===== src/rtl/rs_encode_in_sequencer.sv =====
// rs_encode_in_sequencer
//   Feeds fixed-width input lines to an RS encoder one beat at a time.
//   A codeword is cfg_num_lines lines, with cfg_num_lines sampled on the
//   first line (0 counts as 1). Each line is cut MSB-first into
//   BEATS = LINE_W/(SYM_W*SYMS_PER_CYC) beats.
//
// Optional feature:
//   RS_IN_PREFETCH_EN - adds one prefetch line buffer so the next line can be
//                       accepted while the current one is still being fed.
//
// Ports:
//   clk, rst_n          clock, asynchronous active-low reset
//   src_line_val/_rdy   line input handshake, src_line_data the line payload
//   cfg_num_lines       lines per codeword
//   enc_start           one-cycle pulse when a codeword's first line is taken
//   enc_data_val/_rdy   beat handshake towards the encoder
//   enc_data            beat payload, symbol 0 in the top SYM_W bits
//   enc_data_last       final beat of the codeword
//   in_done             all input beats of the codeword have been issued
//   out_done            output side finished the codeword, back to IDLE
//
// state     | meaning
// IDLE      | no codeword open, waiting for its first line
// FEED      | issuing beats of the active line
// WAIT_LINE | active line fully issued, waiting for the next line
// WAIT_OUT  | all lines issued, waiting for out_done
module rs_encode_in_sequencer #(
    parameter int LINE_W       = 256,
    parameter int SYM_W        = 8,
    parameter int SYMS_PER_CYC = 1,
    parameter int LINES_W      = 8
) (
    input  logic                          clk,
    input  logic                          rst_n,
    input  logic                          src_line_val,
    input  logic [LINE_W-1:0]             src_line_data,
    output logic                          src_line_rdy,
    input  logic [LINES_W-1:0]            cfg_num_lines,
    output logic                          enc_start,
    output logic                          enc_data_val,
    input  logic                          enc_data_rdy,
    output logic [SYM_W*SYMS_PER_CYC-1:0] enc_data,
    output logic                          enc_data_last,
    output logic                          in_done,
    input  logic                          out_done
);

    localparam int BEAT_W = SYM_W * SYMS_PER_CYC;
    localparam int BEATS  = LINE_W / BEAT_W;
    localparam int BEAT_CW = (BEATS > 1) ? $clog2(BEATS) : 1;

    typedef enum logic [1:0] {
        IDLE      = 2'd0,
        FEED      = 2'd1,
        WAIT_LINE = 2'd2,
        WAIT_OUT  = 2'd3
    } state_e;

    state_e               state_q, state_d;
    logic [LINE_W-1:0]    line_q, line_d;
    logic [BEAT_CW-1:0]   beat_q, beat_d;
    logic [LINES_W-1:0]   line_cnt_q, line_cnt_d;
    logic [LINES_W-1:0]   num_lines_q, num_lines_d;
`ifdef RS_IN_PREFETCH_EN
    logic [LINE_W-1:0]    buf_q, buf_d;
    logic                 buf_full_q, buf_full_d;
    logic [LINES_W-1:0]   lines_acc_q, lines_acc_d;
`endif

    logic rdy_c, start_c, val_c, last_c, done_c;
    logic last_beat, last_line;

    assign last_beat = (beat_q == BEAT_CW'(BEATS - 1));
    assign last_line = (line_cnt_q == num_lines_q - LINES_W'(1));

    always_ff @(posedge clk or negedge rst_n) begin
        if (!rst_n) begin
            state_q     <= IDLE;
            line_q      <= '0;
            beat_q      <= '0;
            line_cnt_q  <= '0;
            num_lines_q <= '0;
`ifdef RS_IN_PREFETCH_EN
            buf_q       <= '0;
            buf_full_q  <= 1'b0;
            lines_acc_q <= '0;
`endif
        end else begin
            state_q     <= state_d;
            line_q      <= line_d;
            beat_q      <= beat_d;
            line_cnt_q  <= line_cnt_d;
            num_lines_q <= num_lines_d;
`ifdef RS_IN_PREFETCH_EN
            buf_q       <= buf_d;
            buf_full_q  <= buf_full_d;
            lines_acc_q <= lines_acc_d;
`endif
        end
    end

    always_comb begin
        state_d     = state_q;
        line_d      = line_q;
        beat_d      = beat_q;
        line_cnt_d  = line_cnt_q;
        num_lines_d = num_lines_q;
`ifdef RS_IN_PREFETCH_EN
        buf_d       = buf_q;
        buf_full_d  = buf_full_q;
        lines_acc_d = lines_acc_q;
`endif
        rdy_c   = 1'b0;
        start_c = 1'b0;
        val_c   = 1'b0;
        last_c  = 1'b0;
        done_c  = 1'b0;

        case (state_q)
            IDLE: begin
                rdy_c = 1'b1;
                if (src_line_val) begin
                    line_d      = src_line_data;
                    num_lines_d = (cfg_num_lines == '0) ? LINES_W'(1) : cfg_num_lines;
                    start_c     = 1'b1;
                    beat_d      = '0;
                    line_cnt_d  = '0;
`ifdef RS_IN_PREFETCH_EN
                    buf_full_d  = 1'b0;
                    lines_acc_d = LINES_W'(1);
`endif
                    state_d     = FEED;
                end
            end

            FEED: begin
                val_c  = 1'b1;
                last_c = last_beat && last_line;
`ifdef RS_IN_PREFETCH_EN
                rdy_c  = !buf_full_q && (lines_acc_q < num_lines_q);
`endif
                if (enc_data_rdy) begin
                    // The active line is a shift register; the next beat is
                    // always in its top bits and zeros fill from below.
                    line_d = line_q << BEAT_W;
                    if (!last_beat) begin
                        beat_d = beat_q + 1'b1;
                    end else begin
                        beat_d = '0;
                        if (last_line) begin
                            state_d = WAIT_OUT;
                        end else begin
                            line_cnt_d = line_cnt_q + 1'b1;
`ifdef RS_IN_PREFETCH_EN
                            if (buf_full_q) begin
                                line_d     = buf_q;
                                buf_full_d = 1'b0;
                            end else if (src_line_val && rdy_c) begin
                                line_d      = src_line_data;
                                lines_acc_d = lines_acc_q + 1'b1;
                            end else begin
                                state_d = WAIT_LINE;
                            end
`else
                            rdy_c = 1'b1;
                            if (src_line_val) begin
                                line_d = src_line_data;
                            end else begin
                                state_d = WAIT_LINE;
                            end
`endif
                        end
                    end
                end
`ifdef RS_IN_PREFETCH_EN
                // Any line taken outside the direct load on a handover beat
                // parks in the prefetch buffer.
                if (rdy_c && src_line_val && !(enc_data_rdy && last_beat && !last_line)) begin
                    buf_d       = src_line_data;
                    buf_full_d  = 1'b1;
                    lines_acc_d = lines_acc_q + 1'b1;
                end
`endif
            end

            WAIT_LINE: begin
                rdy_c = 1'b1;
                if (src_line_val) begin
                    line_d  = src_line_data;
                    beat_d  = '0;
`ifdef RS_IN_PREFETCH_EN
                    lines_acc_d = lines_acc_q + 1'b1;
`endif
                    state_d = FEED;
                end
            end

            WAIT_OUT: begin
                done_c = 1'b1;
                if (out_done) begin
                    state_d = IDLE;
                end
            end

            default: begin
                rdy_c   = 1'bx;
                start_c = 1'bx;
                val_c   = 1'bx;
                last_c  = 1'bx;
                done_c  = 1'bx;
            end
        endcase
    end

    // Outputs are forced low for the whole time reset is asserted, not just
    // from the next edge.
    assign src_line_rdy  = rst_n & rdy_c;
    assign enc_start     = rst_n & start_c;
    assign enc_data_val  = rst_n & val_c;
    assign enc_data_last = rst_n & last_c;
    assign in_done       = rst_n & done_c;
    assign enc_data      = line_q[LINE_W-1 -: BEAT_W];

endmodule


===== config.mk =====
export PLATFORM = sky130hd
export DESIGN_NAME = rs_encode_in_sequencer
export DESIGN_NICKNAME = d
export VERILOG_FILES = /design/src/rtl/rs_encode_in_sequencer.sv
export SDC_FILE = /design/constraint.sdc
export NUM_CORES = 1
export LEC_CHECK = 0
export ABC_AREA = 1
export BUFFER_PORTS_ARGS = -buffer_cell sky130_fd_sc_hd__clkbuf_2
export CELL_PAD_IN_SITES_DETAIL_PLACEMENT = 1
export CELL_PAD_IN_SITES_GLOBAL_PLACEMENT = 2
export CORE_ASPECT_RATIO = 0.7
export CORE_MARGIN = 2
export CORE_UTILIZATION = 28
export CTS_CLUSTER_DIAMETER = 200
export DETAILED_ROUTE_END_ITERATION = 16
export PLACE_DENSITY = 0.76
export SETUP_SLACK_MARGIN = 0.02
export SLEW_MARGIN = 20
export SYNTH_ARGS = -nofsm -noshare
export SYNTH_HDL_FRONTEND = slang
export SYNTH_SLANG_ARGS = --single-unit

===== constraint.sdc =====
create_clock -name clk -period 2.05 [get_ports clk]
set_input_delay 0.41 -clock clk [delete_from_list [all_inputs] [get_ports clk]]
set_output_delay 0.41 -clock clk [all_outputs]
set_load 0.005 [all_outputs]

## After elaboration in Yosys (flattened, before gate mapping)

Index checks and enable logic that the tools add are counted.

| storage, ports and cells | value |
|---|---|
| bits in registers | 279 |
| output and inout port bits | 13 |
| bits of input ports | 269 |

| cells by class | value |
|---|---|
| add/sub/neg operators | 3 |
| equality and inequality tests | 12 |
| bitwise operators | 5 |
| reduce and logical (&&, ||, !) cells | 10 |
| muxes and demuxes | 32 |

Operators by type and width:

| kind | count |
|---|---|
| two-way mux 256 bit | 5 |
| case mux 256 bit (2 select lines) | 1 |
| two-way mux 8 bit | 5 |
| case mux 8 bit (2 select lines) | 1 |
| two-way mux 5 bit | 3 |
| two-way mux 2 bit | 6 |
| != test 2 bit, second input constant | 5 |
| case mux 5 bit (2 select lines) | 1 |
| AND reduction 5 bit | 2 |
| adder 8 x 1 -> 8 bit, second input constant | 1 |
| equality test 8 bit | 1 |
| zero test 8 bit | 1 |
| two-way mux 1 bit | 8 |
| subtractor 8 x 1 -> 8 bit, second input constant | 1 |
| case mux 2 bit (3 select lines) | 1 |
| adder 5 x 1 -> 5 bit, second input constant | 1 |
| AND 1 bit | 5 |
| equality test 5 bit, second input constant | 1 |
| equality test 2 bit, second input constant | 2 |
| nonzero test 2 bit | 2 |
| != test 3 bit, second input constant | 1 |
| AND reduction 3 bit | 1 |
| equality test 2 x 1 -> 1 bit, second input constant | 1 |
| zero test 2 bit | 1 |
| 5 further kinds | 5 |

## Longest topological paths before layout

| logic depth | value |
|---|---|
| word-level depth | 7 |
| gate-level depth with buffers | 18 |
| depth with buffers taken out | 16 |

## Least setup slack after synthesis

OpenSTA, ideal clock, no wires.

| timing | value |
|---|---|
| path type | reg-to-reg |
| start | register num_lines_q[0] |
| end | register line_q[195] |
| buffers on the path | 2 |
| period minus slack after synthesis | 2,068 ps |
| arrival time | 1,950 ps |
| library setup time | 118 ps |
| data required time | 1,932 ps |
| stages on the path, launching flop included | 18 |
| setup slack | -18 ps |
| cells stage by stage | dfrtp_1 > inv_1 > ha_1 > nand2_1 > nor2_1 > nand3_1 > nand2_1 > nand2_1 > nor2_1 > nand2_2 > nand2_2 > nand2_4 > nand2_4 > buf_6 > buf_6 > nand2_1 > nand3_1 > nand2_1 |

| on the way | value |
|---|---|
| longest elaborated chain between the ends | 6 |

Ends and longest elaborated chain:

| item | line | RTL |
|---|---|---|
| start, declared | 63 | `logic [LINES_W-1:0] num_lines_q, num_lines_d;` |
| start signal, assigned | 93 | `num_lines_q <= num_lines_d;` |
| subtractor 8 x 1 -> 8 bit | 74 | `assign last_line = (line_cnt_q == num_lines_q - LINES_W'(1));` |
| equality test 8 bit | 74 |  |
| two-way mux 256 bit | 150 | `if (last_line) begin` |
| two-way mux 256 bit | 146 | `if (!last_beat) begin` |
| two-way mux 256 bit | 142 | `if (enc_data_rdy) begin` |
| case mux 256 bit (2 select lines) | 119 | `case (state_q)` |
| end signal, assigned | 90 | `line_q <= line_d;` |
| end, declared | 60 | `logic [LINE_W-1:0] line_q, line_d;` |

Every way passes these cells. The select of a mux whose other input is x is not followed.
A chain may end at the register's enable or synchronous reset.

## Final worst setup path

| timing | value |
|---|---|
| start | register num_lines_q[0] |
| end | output port enc_data_last |

| on the way | value |
|---|---|
| longest elaborated chain between the ends | 5 |

Ends and longest elaborated chain:

| item | line | RTL |
|---|---|---|
| subtractor 8 x 1 -> 8 bit | 74 |  |
| equality test 8 bit | 74 |  |
| logical AND 1 bit | 138 | `last_c = last_beat && last_line;` |
| two-way mux 1 bit | 119 |  |
| AND 1 bit | 220 | `assign enc_data_last = rst_n & last_c;` |
| end, declared | 43 | `output logic enc_data_last,` |

Every way passes these cells.

==> metrics <==
Simple-Gate Fraction of Synth Area 36.4%; R2R Setup Slk -430 ps; CTS tree yes; Placer Congestion 0.822; minimum clock period 2650 ps; dpl hpwl 35300 um; Slew headroom 39.6%; num rows 73; Initial Util 28.2%; Post-synth EDFFs 0; fin util 38.2%; register area 6980 um2; setup TNS -88800 ps; Fmax achieved 378 MHz; fill count 7044; global-route wire length before repair 88900 um; worst setup path class flop to primary output; Die Wd 289 um; reg2reg end line_q[172]; cts bufs inserted 35; RSZ-0062 raised after global routing true; remaining global-route overflow 0; die area 59000 um2; Worst EP arrival 2240 ps; initial antenna violation count 6; IO buf count 281; largest family of logic cells by synthesized area simple AND/OR/NAND/NOR gates; r2r worst-path depth 17; I/O pins 282; commonest non-fill, non-tap cells in the layout nand2_1, inv_1, nand3_1; clk sinks 279; Lkg Pwr 12.6 nW; Tightest Pin Transition 906 ps; final worst slack -597 ps; Routed WL per cell 18.0 um; Adder-Cell Fraction of Synth Area 0.313%; most area-consuming cells after synthesis dfrtp_1, nand2_1, nand3_1, inv_1, buf_6; post-synth top area cell dfrtp_1; fraction of the cycle the final worst path needs 129%; Mapped Area 16000 um2; Final Hold Viols 9; worst-path maximum fanout 3; Residual DRC 0; Syn Inst Count 2361; pwr dens 1580 nW/um2; crit path capture enc_data_last; worst hold margin -50.6 ps; Syn. warnings 0; Longest Clk Path Bufs 3; Data required, critical path 1640 ps; Max IR drop VDD 0.910 mV; crit path cell chain inv_2 -> ha_4 -> xor2_2 -> nand2_1 -> nor2_1 -> nand2_1 -> nor2_2 -> nand2_2 -> buf_6 -> nor4_4 -> clkbuf_2; DRT iter0 DRCs 874; share of the synthesized area in the top cell type 43.7%; Area Growth Syn to Fin 35.3%; status finished, violations left; Nets 2944; largest net degree at the start of global routing 135; Worst path depth 11; Detailed Route WL 61900 um; ys flop type dfrtp_1; Skew-Pair Late Insertion Delay 530 ps; Synth Net Count 2634; worst path bufs/invs 3; Crit Reg-Reg Startpoint num_lines_q[0]; launch point of the worst path num_lines_q[0]; Overall Global Routing Usage 18.9%; CTS HTree Levels 2; Initial DRT Pass Iterations 6; startpoint type of the worst setup path flop; mux contribution to synthesized area 0.141%; Vias 15900; Worst Hold Class input pin to asynchronous set/reset pin; post-route clock skew 20.4 ps; post-DR vias/cell 4.60; Placed Area 18300 um2; Multi-input gate area 6780 um2; core area 56500 um2; layout cell share with drive strength beyond 1 21.3%; CTS clk-pin slew, worst paths 70 ps; critical path's top delay family simple AND/OR/NAND/NOR gates; Tot Pwr 34.1 mW; xor/xnor cell area share of the yosys netlist 0.494%; Yosys cell types 33; Max-cap violations 0; slowest cell on the critical path dfrtp_1; remaining antenna violation count 0; Die Ht 204 um; Synth Area in Compound Gates 1.25%; CP max stage delay 370 ps; Avg Cell Area, Syn 6.76 um2; setup violators final 262; Seq/Total Area, Yosys 43.7%; Synth Register Bits 279; commonest non-fill, non-tap cell in the layout nand2_1; vias in the first global route 16200; crit-path most repeated cell nand2_1; violated checks negative hold slack, negative setup slack; crit path capture type primary output; root buffer cell clkbuf_16; final max-slew violation count 0; Design Area, Final 21600 um2; ys async rst share 100%
flip-flops by register name (all words and copies together), names as in the netlist:
register and count:
num_lines_q 8, state_q 2, beat_q 5, line_q 256, line_cnt_q 8
power by group:
group	total, mW	switching [mW]	internal (mW)
Sequential	9.66	1.47	8.19
Combinational	18.5	11.3	7.21
Clock	5.93	2.51	3.41
routing by layer:
layer	vias to the layer above	share of wire, %	GRT usage (%)
met3	75	4.3	2.60
met5	-	0.039	0
li1	7730	-	-
met2	285	46	29.9
met1	7757	48	27.2
met4	4	1.9	4.42
layout make-up:
type	instances	area share, %
Antenna cell	4	0.0463
Timing Repair Buffer	414	17.8
Multi-Input combinational cell	1415	31.4
Inverter	526	9.30
Tap cell	750	4.34
Clock inverter	7	0.162
Sequential cell	279	32.3
Clock buffer	49	4.68
worst min path at each step:
stage	from	endpoint	slack, ps	cells past startpoint
after global routing	rst_n	line_q[234]	60	2
final	rst_n	line_q[234]	-50	2
after detailed placement	rst_n	line_q[242]	440	2
after floorplan	rst_n	beat_q[0]	110	0
after global placement	rst_n	line_q[241]	440	2
after CTS	rst_n	line_q[234]	70	2
Yosys cell counts (all sizes together), types with 2 or more instances:
| master | number |
|---|---|
| mux2 | 2 |
| nor3 | 2 |
| xnor2 | 2 |
| buf | 91 |
| o21ai | 13 |
| or2 | 2 |
| nor4 | 4 |
| nor2 | 22 |
| nand3 | 513 |
| nand2 | 810 |
| clkbuf | 58 |
| dfrtp | 279 |
| inv | 525 |
| o22ai | 10 |
| xor2 | 7 |
| a21oi | 6 |
| ha | 4 |
| nand4 | 4 |
| o31ai | 2 |
metrics by stage:
step,cells,setup WS (ps)
2_1_floorplan,2361,8.68
3_3_place_gp,3309,-294
3_5_place_dp,3309,-312
4_1_cts,3394,-621
5_1_grt,3443,-724
6_report,3444,-597
logic make-up after synthesis:
group,after synthesis
buf+inv,675
mux,2
fa+ha+maj,4
compound gates,34
xor+xnor,9
simple gates,1358
flops,279
repair_timing:
| action | in CTS | in global routing |
|---|---|---|
| cloned | 16 | 50 |
| setup endpoints to repair | 262 | 270 |
| pin swaps | 20 | 51 |
| hold buffers | 1 | 0 |
| endpoints found under the hold margin | 14 | 0 |
| setup buffers | 12 | 6 |
| gates resized for setup | 68 | 97 |
Power figures use the tool's default switching activity.
